## config.mk

```make
export PLATFORM = sky130hd
export DESIGN_NAME = sram_like_responder
export DESIGN_NICKNAME = d
export VERILOG_FILES = /design/src/rtl/sram_like_responder.sv
export SDC_FILE = /design/constraint.sdc
export NUM_CORES = 1
export LEC_CHECK = 0
export BUFFER_PORTS_ARGS = -buffer_cell sky130_fd_sc_hd__buf_2
export CORE_ASPECT_RATIO = 1.25
export CORE_UTILIZATION = 35
export CTS_CLUSTER_DIAMETER = 120
export DETAILED_ROUTE_END_ITERATION = 12
export MAX_ROUTING_LAYER = met4
export PLACE_DENSITY_LB_ADDON = 0.12
export REMOVE_ABC_BUFFERS = 1
export SLEW_MARGIN = 5
export SYNTH_ARGS = -nofsm -noshare
export SYNTH_HDL_FRONTEND = slang
export SYNTH_SLANG_ARGS = --single-unit
```

## constraint.sdc

```tcl
create_clock -name clk -period 4 [get_ports clk]
set_input_delay 0.4 -clock clk [delete_from_list [all_inputs] [get_ports clk]]
set_output_delay 0.4 -clock clk [all_outputs]
set_load 0.005 [all_outputs]
```

## src/rtl/sram_like_responder.sv

```systemverilog
// Single-outstanding SRAM-like slave: accepts one request, optionally waits
// WAIT_CYCLES, performs one synchronous SRAM access, then returns data_ok.
module sram_like_responder #(
    parameter int unsigned WAIT_CYCLES = 0
) (
    input  logic        clk,
    input  logic        resetn,
    input  logic        req,
    input  logic        wr,
    input  logic [1:0]  size,
    input  logic [31:0] addr,
    input  logic [31:0] wdata,
    output logic        addr_ok,
    output logic        data_ok,
    output logic [31:0] rdata,
    output logic        ram_en,
    output logic [3:0]  ram_wen,
    output logic [31:0] ram_addr,
    output logic [31:0] ram_wdata,
    input  logic [31:0] ram_rdata,
    output logic [1:0]  state_dbg
);

    // Handshake: a request transfers on any cycle where req && addr_ok; the
    // initiator may drop or change req/fields afterwards. data_ok is a single
    // cycle pulse per accepted request and is never back-pressured.

    typedef enum logic [1:0] {
        IDLE   = 2'd0,
        WAIT   = 2'd1,
        ACCESS = 2'd2,
        RESP   = 2'd3
    } state_t;

    state_t      state;
    logic [3:0]  cnt;
    logic        wr_q;
    logic [1:0]  size_q;
    logic [31:0] addr_q;
    logic [31:0] wdata_q;
    logic [3:0]  byte_mask;
    logic        accept;

    assign accept = req && addr_ok;

    always_ff @(posedge clk or negedge resetn) begin
        if (!resetn) begin
            state   <= IDLE;
            cnt     <= 4'd0;
            wr_q    <= 1'b0;
            size_q  <= 2'd0;
            addr_q  <= 32'h0;
            wdata_q <= 32'h0;
        end else begin
            case (state)
                IDLE, RESP: begin
                    if (accept) begin
                        wr_q    <= wr;
                        size_q  <= size;
                        addr_q  <= addr;
                        wdata_q <= wdata;
                        if (WAIT_CYCLES > 0) begin
                            state <= WAIT;
                            cnt   <= 4'(WAIT_CYCLES);
                        end else begin
                            state <= ACCESS;
                        end
                    end else begin
                        state <= IDLE;
                    end
                end
                // cnt was loaded with WAIT_CYCLES, so leaving at 1 gives exactly that many WAIT cycles
                WAIT: begin
                    if (cnt <= 4'd1) begin
                        state <= ACCESS;
                        cnt   <= 4'd0;
                    end else begin
                        cnt <= cnt - 4'd1;
                    end
                end
                ACCESS:  state <= RESP;
                default: state <= IDLE;
            endcase
        end
    end

    always_comb begin
        byte_mask = 4'b1111;
        case (size_q)
            2'd0:    byte_mask = 4'b0001 << addr_q[1:0];
            2'd1:    byte_mask = addr_q[1] ? 4'b1100 : 4'b0011;
            default: byte_mask = 4'b1111;
        endcase
    end

    assign addr_ok   = resetn && ((state == IDLE) || (state == RESP));
    assign data_ok   = (state == RESP);
    // The SRAM returns read data the cycle after ram_en, which is exactly RESP.
    assign rdata     = ((state == RESP) && !wr_q) ? ram_rdata : 32'h0;
    assign ram_en    = (state == ACCESS);
    assign ram_wen   = (ram_en && wr_q) ? byte_mask : 4'b0000;
    assign ram_addr  = {addr_q[31:2], 2'b00};
    assign ram_wdata = wdata_q;
    assign state_dbg = state;

endmodule

```

==> impl_metrics.json <==
{
  "status": "completed",
  "cp.arrival_ps": 2440,
  "cts_sinks": 73,
  "cp_max_fo": 68,
  "crit_slowest_cell": "nand3_4",
  "place_ws_ps": 1578,
  "p_sw_w": 0.0009548,
  "layout_setup_ws_ps": 1763,
  "cp_cell_sequence": "inv_1, ha_1, nand3_4, mux2_2",
  "p_seq_frac": 0.387,
  "grt_pass1_vias": 2392,
  "pwr-share-clk": 0.244,
  "setup_viol": 0,
  "pin_count": 207,
  "drt_wl_total_um": 6958,
  "slew_headroom": 0.3743,
  "worst_pin_slew_ps": 938.5,
  "cts_resized": 0,
  "cts_buffer_depth": 2,
  "start_util": 0.3633,
  "muxShareOfSynthArea": 0.2361,
  "swShare": 0.2892,
  "cts_max_level": 3,
  "dr_total_vias": 2455,
  "dp_hpwl_um": 5223,
  "synth-simple-area-share": 0.08183,
  "ys_types": 23,
  "area_delta_synth_final_pct": 36.41,
  "hold_viol_final": 0,
  "p_per_area_nw_per_um2": 726.1,
  "drcViolationCount": 0,
  "wl_per_cell_um": 12.49,
  "rsz0062_at_grt": "false",
  "slew_violations": 0,
  "firstDrtPassIters": 4,
  "synth_compound_area_frac": 0.01689,
  "post-route-period-util": 0.5592,
  "grt_pass1_wl_um": 10890,
  "leakage_nw": 2.426,
  "drive_gt1_frac": 0.6728,
  "antenna_found_initial": 0,
  "ir_drop_v": 0.0004297,
  "avgSynthCellArea_um2": 13.17,
  "final_util": 0.4956,
  "crit_type": "register to register",
  "synth_cells": 253,
  "post_cts_buffers": 0,
  "diodes": 0,
  "synth_fa_ha_area_frac": 0.01877,
  "grt_usage": 0.1500,
  "synth_top_family_by_area": "multiplexers",
  "clock_latency_ps": 320,
  "slowest_delay_ps": 680,
  "crit_required_ps": 4200,
  "cp-end-kind": "register",
  "synth_area_um2": 3333,
  "numCtsBuffers": 9,
  "cts_root_buf": "clkbuf_16",
  "finalHoldWorstSlack_ps": 17.27,
  "yosysSeqAreaShare": 0.5480,
  "fp.coreArea_um2": 9174,
  "final_antenna_net_count": 0,
  "tritoncts": "yes",
  "fmax_ghz": 0.4471,
  "timing.max_cap.violations": 0,
  "vias_per_cell": 4.408,
  "drt_iter0_markers": 63,
  "core.rowCount": 39,
  "final_nets": 536,
  "portBuffers": 204,
  "gp_congestion": 0.6933,
  "yosys_warnings": 0,
  "path_clk_slew_ps": 60,
  "tns_ps": 0,
  "die-area_um2": 9920,
  "min_path_type": "input pin to async pin",
  "die_h_um": 111.1,
  "grt_max_degree": 69,
  "combinationalPowerShare": 0.369,
  "die_w_um": 89.29,
  "fin_skew_ps": 5.827,
  "cts_hold_buf": 0,
  "synth_xor_area_frac": 0,
  "crit_buf_inv": 1,
  "intPower_w": 0.002347,
  "overflow": 0,
  "start_kind": "register",
  "min_period_ps": 2237,
  "ys_ff_latch": 73,
  "crit_family": "simple AND/OR/NAND/NOR gates"
}
registers in the layout, indices dropped and copies added, names as in the netlist:
signal,count
addr_q,32
ram_wdata,32
cnt,4
size_q,2
state_dbg,2
wr_q,1
per-layer routing:
layer  vias up  part of all wire  global-route usage
met3        11             0.096             0.04840
met2       139              0.50              0.2560
met5         -                 0                   -
met4         0             0.017             0.06455
met1      1141              0.39              0.1544
li1       1164                 -                   -
area by class of cell:
cell class	instances	area [um2]
repair buffers	206	1039
inverters	6	22.52
clock inverters	5	53.80
flip-flops and latches	73	1827
well taps	123	153.9
clock buffers	11	252.7
multi-input cells	133	1199
fillers	873	4627
power groups by stage:
stage	Clock, W	Combinational, W	Sequential, W
floorplan	0	0.000633	0.00131
global placement	0	0.00123	0.00128
detailed placement	0	0.00125	0.00129
CTS	0.000828	0.00125	0.00128
global route	0.000858	0.00137	0.00133
finish	0.000805	0.00122	0.00128
synth_stat cells (all sizes together):
cell / instances / area share
a21o: 1 / 0.0023
a21oi: 4 / 0.0060
and2: 33 / 0.062
buf: 39 / 0.087
clkbuf: 3 / 0.0034
conb: 1 / 0.0011
dfrtp: 73 / 0.55
ha: 5 / 0.019
inv: 6 / 0.0068
mux2: 69 / 0.23
mux2i: 1 / 0.0030
nand2: 4 / 0.0045
nand2b: 2 / 0.0038
nand3: 1 / 0.0015
nor2: 3 / 0.0034
nor2b: 1 / 0.0019
nor4: 1 / 0.0019
o21ai: 3 / 0.0045
o22ai: 1 / 0.0019
o31ai: 1 / 0.0023
or4b: 1 / 0.0030
worst reg2reg max path, delay by kind of cell, from the launching register on:
kind | cells | cell delay, ps
AND/OR/NAND/NOR | 1 | 680
multiplexers | 1 | 630
flip-flops | 1 | 400
buffers and inverters | 1 | 60
adder cells (fa/ha/maj) | 1 | 350
final timing paths:
kind | from | to | slack (ps) | depth (start not counted)
setup reg to reg | state_dbg[0] | wr_q | 1760 | 4
hold / removal | resetn | ram_wdata[31] | 20 | 1
min in group clk | wdata[4] | ram_wdata[4] | 300 | 2
hold reg to reg | addr_q[25] | addr_q[25] | 500 | 1
max in group asynchronous | resetn | addr_q[31] | 3080 | 2
setup / recovery | state_dbg[0] | wr_q | 1760 | 4
cells in the final DEF (no fill, tap or decap):
master,Yosys,routed
nand2b_1,2,2
a21o_1,1,1
o31ai_1,1,1
inv_1,6,6
clkinv_4,0,1
conb_1,1,2
buf_4,33,3
a21oi_1,4,4
and2_1,33,33
ha_1,5,5
o21ai_0,3,3
clkbuf_8,0,2
dfrtp_1,73,73
o22ai_1,1,1
mux2i_1,1,1
nor2_1,3,3
bufinv_16,0,1
clkbuf_16,0,9
nand2_1,4,4
nor4_1,1,1
nor2b_1,1,1
nand3_4,0,1
or4b_1,1,1
buf_2,4,203
clkinv_2,0,3
mux2_2,69,69
cells by family after synthesis:
kind of cell	count (synthesis)
AOI/OAI and AO/OA	10
adders and majority gates	5
buffers and inverters	48
DFF	73
muxes	70
other	1
and+or+nand+nor	46
metrics by stage:
step	cell area, um2	total power [W]	std cells
after global routing	4547	0.003552	557
after detailed placement	4240	0.002536	541
after floorplan	3035	0.001945	212
final	4547	0.003302	557
after CTS	4547	0.003358	557
after global placement	4240	0.002506	541
Power figures use the tool's default switching activity.
